<file path="src/rtl/fu_op_sequencer.sv">
`default_nettype none
// ============================================================================
//  Module      : fu_op_sequencer
//  Description : Multi-cycle issuer for a combinational ALU function unit.
//                It issues single-pass 32-bit operations and splits 64-bit
//                ADD/SUB into a low-word pass and a high-word pass, chaining
//                the carry between them. Requests and responses use
//                valid/ready handshakes.
//                Optional feature macro: FU_SEQ_STICKY_OVF_EN adds a sticky
//                overflow flag (ovf_sticky) and its clear input (ovf_clr).
//  Revision    : 1.0 - initial release
// ============================================================================
module fu_op_sequencer #(
    parameter int DATA_WIDTH    = 32,
    parameter int SHIFTER_WIDTH = 5
) (
    input  logic                      clk,
    input  logic                      rst_n,
    // Request side
    input  logic                      req_valid,
    output logic                      req_ready,
    input  logic [1:0]                req_op,
    input  logic [3:0]                req_fsel,
    input  logic [SHIFTER_WIDTH-1:0]  req_sh,
    input  logic [2*DATA_WIDTH-1:0]   req_a,
    input  logic [2*DATA_WIDTH-1:0]   req_b,
    // Response side
    output logic                      rsp_valid,
    input  logic                      rsp_ready,
    output logic [2*DATA_WIDTH-1:0]   rsp_result,
    output logic                      rsp_overflow,
    output logic                      rsp_carry,
    output logic                      rsp_negative,
    output logic                      rsp_zero,
    // Function unit side
    output logic [DATA_WIDTH-1:0]     fu_a,
    output logic [DATA_WIDTH-1:0]     fu_b,
    output logic [3:0]                fu_fsel,
    output logic [SHIFTER_WIDTH-1:0]  fu_sh,
    input  logic [DATA_WIDTH-1:0]     fu_result,
    input  logic                      fu_overflow,
    input  logic                      fu_carry,
    input  logic                      fu_negative,
    input  logic                      fu_zero
`ifdef FU_SEQ_STICKY_OVF_EN
    ,
    output logic                      ovf_sticky,
    input  logic                      ovf_clr
`endif
);

    // Request operation codes
    localparam logic [1:0] c_op_single = 2'd0;
    localparam logic [1:0] c_op_add64  = 2'd1;
    localparam logic [1:0] c_op_sub64  = 2'd2;

    // Function unit selects used by the wide operations
    localparam logic [3:0] c_fsel_pass   = 4'b0000; // transfer A
    localparam logic [3:0] c_fsel_add    = 4'b0010; // A + B
    localparam logic [3:0] c_fsel_add_c  = 4'b0011; // A + B + 1
    localparam logic [3:0] c_fsel_sub_b  = 4'b0100; // A + ~B (borrow pending)
    localparam logic [3:0] c_fsel_sub    = 4'b0101; // A + ~B + 1

    // FIN is the cycle in which captured pass results are composed into the
    // held response registers, giving a registered response one edge after
    // the final pass.
    typedef enum logic [2:0] {
        S_IDLE = 3'd0,
        S_LO   = 3'd1,
        S_HI   = 3'd2,
        S_FIN  = 3'd3,
        S_RESP = 3'd4
    } state_t;

    state_t                     state_q;
    logic [1:0]                 op_q;
    logic [DATA_WIDTH-1:0]      a_hi_q;
    logic [DATA_WIDTH-1:0]      b_hi_q;

    // Captured pass results
    logic [DATA_WIDTH-1:0]      lo_res_q;
    logic                       lo_ovf_q;
    logic                       lo_carry_q;
    logic                       lo_neg_q;
    logic                       lo_zero_q;
    logic [DATA_WIDTH-1:0]      hi_res_q;
    logic                       hi_ovf_q;
    logic                       hi_carry_q;
    logic                       hi_neg_q;
    logic                       hi_zero_q;

    // Registered outputs
    logic                       rsp_valid_q;
    logic [2*DATA_WIDTH-1:0]    rsp_result_q;
    logic                       rsp_ovf_q;
    logic                       rsp_carry_q;
    logic                       rsp_neg_q;
    logic                       rsp_zero_q;
    logic [DATA_WIDTH-1:0]      fu_a_q;
    logic [DATA_WIDTH-1:0]      fu_b_q;
    logic [3:0]                 fu_fsel_q;
    logic [SHIFTER_WIDTH-1:0]   fu_sh_q;

    logic                       w_wide;

    assign w_wide = (op_q == c_op_add64) || (op_q == c_op_sub64);

    // Sequencer FSM: latches the request, loads function unit drives for the
    // coming pass, captures pass results and holds the response.
    always_ff @(posedge clk or negedge rst_n) begin
        if (!rst_n) begin
            state_q      <= S_IDLE;
            op_q         <= 2'd0;
            a_hi_q       <= '0;
            b_hi_q       <= '0;
            lo_res_q     <= '0;
            lo_ovf_q     <= 1'b0;
            lo_carry_q   <= 1'b0;
            lo_neg_q     <= 1'b0;
            lo_zero_q    <= 1'b0;
            hi_res_q     <= '0;
            hi_ovf_q     <= 1'b0;
            hi_carry_q   <= 1'b0;
            hi_neg_q     <= 1'b0;
            hi_zero_q    <= 1'b0;
            rsp_valid_q  <= 1'b0;
            rsp_result_q <= '0;
            rsp_ovf_q    <= 1'b0;
            rsp_carry_q  <= 1'b0;
            rsp_neg_q    <= 1'b0;
            rsp_zero_q   <= 1'b0;
            fu_a_q       <= '0;
            fu_b_q       <= '0;
            fu_fsel_q    <= c_fsel_pass;
            fu_sh_q      <= '0;
        end else begin
            case (state_q)
                S_IDLE: begin
                    if (req_valid) begin
                        op_q   <= req_op;
                        a_hi_q <= req_a[2*DATA_WIDTH-1:DATA_WIDTH];
                        b_hi_q <= req_b[2*DATA_WIDTH-1:DATA_WIDTH];
                        fu_a_q <= req_a[DATA_WIDTH-1:0];
                        fu_b_q <= req_b[DATA_WIDTH-1:0];
                        case (req_op)
                            c_op_single: begin
                                fu_fsel_q <= req_fsel;
                                fu_sh_q   <= req_sh;
                            end
                            c_op_add64: begin
                                fu_fsel_q <= c_fsel_add;
                                fu_sh_q   <= '0;
                            end
                            c_op_sub64: begin
                                fu_fsel_q <= c_fsel_sub;
                                fu_sh_q   <= '0;
                            end
                            default: begin
                                // Reserved op runs as a single pass-through of A
                                fu_fsel_q <= c_fsel_pass;
                                fu_sh_q   <= req_sh;
                            end
                        endcase
                        state_q <= S_LO;
                    end
                end

                S_LO: begin
                    lo_res_q   <= fu_result;
                    lo_ovf_q   <= fu_overflow;
                    lo_carry_q <= fu_carry;
                    lo_neg_q   <= fu_negative;
                    lo_zero_q  <= fu_zero;
                    if (w_wide) begin
                        // High pass selects its carry-in from the low pass carry
                        fu_a_q  <= a_hi_q;
                        fu_b_q  <= b_hi_q;
                        fu_sh_q <= '0;
                        if (op_q == c_op_add64) begin
                            fu_fsel_q <= fu_carry ? c_fsel_add_c : c_fsel_add;
                        end else begin
                            fu_fsel_q <= fu_carry ? c_fsel_sub : c_fsel_sub_b;
                        end
                        state_q <= S_HI;
                    end else begin
                        fu_a_q    <= '0;
                        fu_b_q    <= '0;
                        fu_fsel_q <= c_fsel_pass;
                        fu_sh_q   <= '0;
                        state_q   <= S_FIN;
                    end
                end

                S_HI: begin
                    hi_res_q   <= fu_result;
                    hi_ovf_q   <= fu_overflow;
                    hi_carry_q <= fu_carry;
                    hi_neg_q   <= fu_negative;
                    hi_zero_q  <= fu_zero;
                    fu_a_q     <= '0;
                    fu_b_q     <= '0;
                    fu_fsel_q  <= c_fsel_pass;
                    fu_sh_q    <= '0;
                    state_q    <= S_FIN;
                end

                S_FIN: begin
                    rsp_valid_q <= 1'b1;
                    if (w_wide) begin
                        rsp_result_q <= {hi_res_q, lo_res_q};
                        rsp_ovf_q    <= hi_ovf_q;
                        rsp_carry_q  <= hi_carry_q;
                        rsp_neg_q    <= hi_neg_q;
                        rsp_zero_q   <= lo_zero_q & hi_zero_q;
                    end else begin
                        rsp_result_q <= {{DATA_WIDTH{1'b0}}, lo_res_q};
                        rsp_ovf_q    <= lo_ovf_q;
                        rsp_carry_q  <= lo_carry_q;
                        rsp_neg_q    <= lo_neg_q;
                        rsp_zero_q   <= lo_zero_q;
                    end
                    state_q <= S_RESP;
                end

                S_RESP: begin
                    if (rsp_ready) begin
                        rsp_valid_q <= 1'b0;
                        state_q     <= S_IDLE;
                    end
                end

                default: begin
                    state_q <= S_IDLE;
                end
            endcase
        end
    end

    assign req_ready    = (state_q == S_IDLE);
    assign rsp_valid    = rsp_valid_q;
    assign rsp_result   = rsp_result_q;
    assign rsp_overflow = rsp_ovf_q;
    assign rsp_carry    = rsp_carry_q;
    assign rsp_negative = rsp_neg_q;
    assign rsp_zero     = rsp_zero_q;
    assign fu_a         = fu_a_q;
    assign fu_b         = fu_b_q;
    assign fu_fsel      = fu_fsel_q;
    assign fu_sh        = fu_sh_q;

`ifdef FU_SEQ_STICKY_OVF_EN
    logic ovf_sticky_q;

    // Sticky overflow: set on an overflowing response handshake, set beats clear
    always_ff @(posedge clk or negedge rst_n) begin
        if (!rst_n) begin
            ovf_sticky_q <= 1'b0;
        end else if (rsp_valid_q && rsp_ready && rsp_ovf_q) begin
            ovf_sticky_q <= 1'b1;
        end else if (ovf_clr) begin
            ovf_sticky_q <= 1'b0;
        end
    end

    assign ovf_sticky = ovf_sticky_q;
`endif

endmodule
`default_nettype wire

</file>
<file path="config.mk">
export PLATFORM = sky130hd
export DESIGN_NAME = fu_op_sequencer
export DESIGN_NICKNAME = d
export VERILOG_FILES = /design/src/rtl/fu_op_sequencer.sv
export SDC_FILE = /design/constraint.sdc
export NUM_CORES = 1
export LEC_CHECK = 0
export CORE_MARGIN = 4
export CORE_UTILIZATION = 48
export CTS_CLUSTER_SIZE = 25
export DETAILED_ROUTE_END_ITERATION = 7
export PLACE_DENSITY_LB_ADDON = 0.12
export RECOVER_POWER = 50
export SLEW_MARGIN = 30
export SYNTH_ARGS = -nofsm -noshare
export SYNTH_HDL_FRONTEND = slang
export SYNTH_SLANG_ARGS = --single-unit
</file>
<file path="constraint.sdc">
create_clock -name clk -period 1.95 [get_ports clk]
set_input_delay 0.2925 -clock clk [delete_from_list [all_inputs] [get_ports clk]]
set_output_delay 0.2925 -clock clk [all_outputs]
set_load 0.01 [all_outputs]
</file>
== Word-level counts from Yosys, hierarchy flattened ==
Index checks and enable logic that the tools add are counted.
Word-level totals
  input bits: 179
  flip-flop bits (word level): 283
Cells by class
  eq/ne operators: 10
  bitwise operators: 1
  mux-type cells: 27
  reduce and logical (&&, ||, !) cells: 13
Operator list (count)
  case mux 32 bit (3 select lines): 2
  2-to-1 mux 32 bit: 4
  2-to-1 mux 64 bit: 1
  case mux 4 bit (3 select lines): 2
  case mux 3 bit (5 select lines): 1
  2-to-1 mux 5 bit: 2
  case mux 5 bit (2 select lines): 1
  AND reduction 2 bit: 5
  2-to-1 mux 3 bit: 3
  2-to-1 mux 1 bit: 8
  2-to-1 mux 4 bit: 2
  equality test 3 x 2 -> 1 bit (second input constant): 2
  equality test 2 x 1 -> 1 bit (second input constant): 2
  equality test 2 bit (second input constant): 2
  inequality test 2 bit (second input constant): 2
  nonzero test 2 bit: 2
  OR reduction 2 bit: 2
  equality test 3 x 1 -> 1 bit (second input constant): 1
  equality test 3 bit (second input constant): 1
  zero test 3 bit: 1
  nonzero test 3 bit: 1
  zero test 2 bit: 1
  case mux 1 bit (2 select lines): 1
  bitwise AND 1 bit: 1
  logical OR 1 bit: 1

== Logic depth before layout (Yosys ltp) ==
  depth in word-level cells: 5
  gate-level depth with buffers: 7
  mapped depth without buffers: 5

== Worst setup path before layout ==
OpenSTA, ideal clock, no wires.
  path type: reg2reg
  from: register state_q[2]
  to: register b_hi_q[15]
  data required time: 1.825 ns
  arrival: 1.524 ns
  buffers on the path: 3
  path slack: 0.301 ns
  setup time: 0.125 ns
  period minus slack after synthesis: 1.649 ns
  stages on the path, launching flop included: 6
  path through: dfrtp_1 -> buf_2 -> nor4b_4 -> buf_4 -> buf_4 -> mux2_2
On the way
  longest elaborated chain between the ends: 2
Ends and longest elaborated chain
  start: declaration: RTL line 75  | state_t state_q;
  start signal: assignment: RTL line 112  | state_q <= S_IDLE;
  start signal: assignment: RTL line 164  | state_q <= S_LO;
  start signal: assignment: RTL line 184  | state_q <= S_HI;
  zero test 3 bit: RTL line 137  | case (state_q)
  AND reduction 2 bit (no line)
  end signal: assignment: RTL line 142  | b_hi_q <= req_b[2*DATA_WIDTH-1:DATA_WIDTH];
  end: declaration: RTL line 78  | logic [DATA_WIDTH-1:0] b_hi_q;
No other way between the ends.
A chain may end at the register's enable or synchronous reset.

== Final worst setup path ==
  from: register state_q[1]
  to: register fu_b_q[20], in the netlist fu_b[20]
On the way
  longest elaborated chain between the ends: 3
  elaborated cells between the ends (all ways): 7
Ends and longest elaborated chain
  equality test 3 x 1 -> 1 bit (tied with other cells): RTL line 137
  nonzero test 3 bit (no line) / inequality test 2 bit (equally long branches)
  AND reduction 2 bit (no line)
  end signal: assignment: RTL line 144  | fu_b_q <= req_b[DATA_WIDTH-1:0];
  end signal: assignment: RTL line 177  | fu_b_q <= b_hi_q;
  end: declaration: RTL line 100  | logic [DATA_WIDTH-1:0] fu_b_q;
Parallel ways exist; a longest one is shown, timed or not.

==> impl_metrics.ini <==
[place]
detailed_place_hpwl_mm = 21.4
place.port_buffers = 321
gp_congestion = 0.828
placedCellCount = 1553

[sta]
worst_hold_slack_ps = 326
tightest_slew_ps = 1310
fin_worst_skew_ps = 12.6
post-route-period-util_pct = 93.4
relSlewSlack_pct = 12.6
rsz0062_at_grt = no
fmax_ghz = 0.549
hold_viol = 0
fin_crit_ps = 1820
drv_slew = 0
setup_viol = 0
fin_setup_tns_ps = 0

[logic_synthesis]
synth_edf_count = 0
synth_area_um2 = 11700
yosysSeqAreaShare_pct = 60.5
synth_cell_types = 35
synth_top_area_share_pct = 60.5
synth_area_per_cell_um2 = 12.2
synthArstFlopShare_pct = 100
yosys_warnings = 0
yosys.area.top_type = dfrtp_1
ys_ff_latch = 283
netlist_instances = 956
synthTopCellsByArea = dfrtp_1 (60%), mux2_2 (15%), o21ai_0 (4.1%)
syn-num-nets = 1138
synth_ff_type = dfrtp_1

[routing]
dr.pass1.iters = 7
drtIter0Drc = 655
remaining_drc_errors = 0
vias = 8620
wl_per_cell_um = 19.5
vias_per_cell = 5.35
routed_wl_mm = 31.5
ant_nets = 0

[worst_setup_path]
endpoint_kind = flop
worstReg2RegStart = state_q[1]
cp_max_fo = 37
critPathLaunchType = flop
r2r_slack_ps = 130
criticalPathCategory = flop to flop
r2r_cells = 4
r2r-end = fu_b[20]
arrival_ps = 2220
cp_data_required_time_ps = 2350

[power_and_ir_drop]
pwr-share-clk_pct = 18.7
intPower_mw = 19.7
p_comb_share_pct = 46.0
power_per_cell_area_nw_per_um2 = 1840
p_switching_mw = 10.4
p_seq_share_pct = 35.3
switching_share_pct = 34.6
leakage_nw = 6.72
irDropWorstVdd_mv = 1.04

[die]
num_io_pins = 322
fp.dieH_um = 164
initial_core_util_pct = 49.3
die-area_um2 = 27000
core_area_um2 = 23800
row_count = 56
die_width_um = 164

[global_route]
grt_pass1_vias = 8981
grt_pass1_wl_mm = 49.5
grt_max_degree = 65
grt-ovfl-total = 0
antenna_found_initial = 4
grt_usage_pct = 23.0

[clock_network]
clkTransAtPathRegs_ps = 60
htreeDepth = 1
worstSkewPairLatency_ps = 530
cts_buffers = 29
root_buffer = clkbuf_16
cts_tree = yes
clockBufferDepth = 3
clkSinkCount = 283

[cells_and_area]
final_cell_mix = clkdlybuf4s50_1 (311), dfrtp_1 (282), mux2_2 (158), nand2_1 (108), o21ai_0 (96)
areaGrowthSynthToFinish_pct = 39.3
stdcell_count = 1611
fin_util_pct = 68.7
final_common_cell = clkdlybuf4s50_1
nets = 1448
layout-drive-gt1-share_pct = 20.2

[job]
maxCapViolCount = 0

[worst_hold_path]
hold_end = fu_sh[4]
min_path_type = primary input to flop
whs_path_depth = 3
min-delay-start = req_sh[4]

[run_status]
status = completed
[logic make-up after synthesis]
kind of cell             after synthesis  synth area share, %
AO/OA/AOI/OAI                        253                 11.8
adder cells (fa/ha/maj)                3                0.321
AND/OR/NAND/NOR                      161                 6.72
flip-flops                           283                 60.5
XOR/XNOR                               1                0.139
multiplexers                         171                 16.6
buffers and inverters                 84                 3.88
[repair_timing]
action	CTS	global route
hold buffers	1	0
setup buffers	0	0
endpoints found under the hold margin	42	0
endpoints found under the setup margin	1	1
cloned	0	0
resized for setup	2	3
[power groups by stage]
stage | registers, mW | logic, mW | clock network (mW)
after CTS | 10.7 | 14.2 | 5.74
final | 10.6 | 13.8 | 5.62
after global placement | 10.6 | 13.8 | 0
after floorplan | 11.1 | 7.65 | 0
after global routing | 11.0 | 15.1 | 6.02
after detailed placement | 10.7 | 14.1 | 0
[cell usage after synthesis (all sizes together), types with 2 or more instances]
master and instances:
nor2b 2, o21bai 2, and3b 3, o2bb2ai 5, inv 5, o22ai 3
nand3b 2, nor3 2, nor3b 2, clkbuf 37, buf 42, nor4b 2
o21ai 103, mux2 168, nand2b 32, ha 3, mux2i 3, a21oi 71
a31oi 67, nand3 5, dfrtp 283, nand2 108
[critical path, cell delays in order (launching register included)]
cell and delay, ps:
dfrtp_1 470, or3_2 550, clkbuf_4 360, a21oi_1 250, a31oi_1 60
[state kept, by name (all words and copies together) (netlist names), 2 cells and up]
signal	flops
a_hi_q	32
hi_res_q	32
fu_a	32
b_hi_q	32
state_q	3
fu_sh	5
fu_b	32
rsp_result	64
op_q	2
lo_res_q	32
fu_fsel	4
[how the worst max path moves through the flow]
| stage | cells after the start | start | endpoint | slack, ps |
|---|---|---|---|---|
| CTS | 2 | state_q[2] | req_ready | 2 |
| global placement | 4 | req_valid | a_hi_q[9] | 50 |
| finish | 4 | state_q[1] | fu_b[20] | 130 |
| detailed placement | 4 | req_valid | a_hi_q[29] | -7 |
| floorplan | 5 | state_q[2] | b_hi_q[15] | 300 |
| global route | 5 | op_q[0] | rsp_carry | 20 |
[stage by stage]
step                      power [mW]  worst slack [ps]  cell area [µm²]
after detailed placement        24.8             -7.28            15400
after global routing            32.1              23.7            16300
after CTS                       30.6              1.72            16400
final                           30.1               129            16300
after global placement          24.4              47.5            15400
after floorplan                 18.7               301            11700
[final cells by class]
type                       count  area (µm²)
fill                        1779        7440
clock buffer                  45         896
inverter                       5        18.8
multi-input combinational    589        4220
clock inverter                 8        92.6
antenna                        4        10.0
sequential                   283        7080
timing repair buffer         358        3600
tap                          319         399
[layer usage]
layer  vias to the layer above  global-route usage (%)  part of all wire [%]
met5                         -                       0                     0
met4                         0                    6.63                   2.3
met3                        46                    7.00                   9.3
met2                       286                    38.4                    49
met1                      4289                    29.1                    39
li1                       3999                       -                     -
No activity file was read; power rests on OpenSTA's default activity.
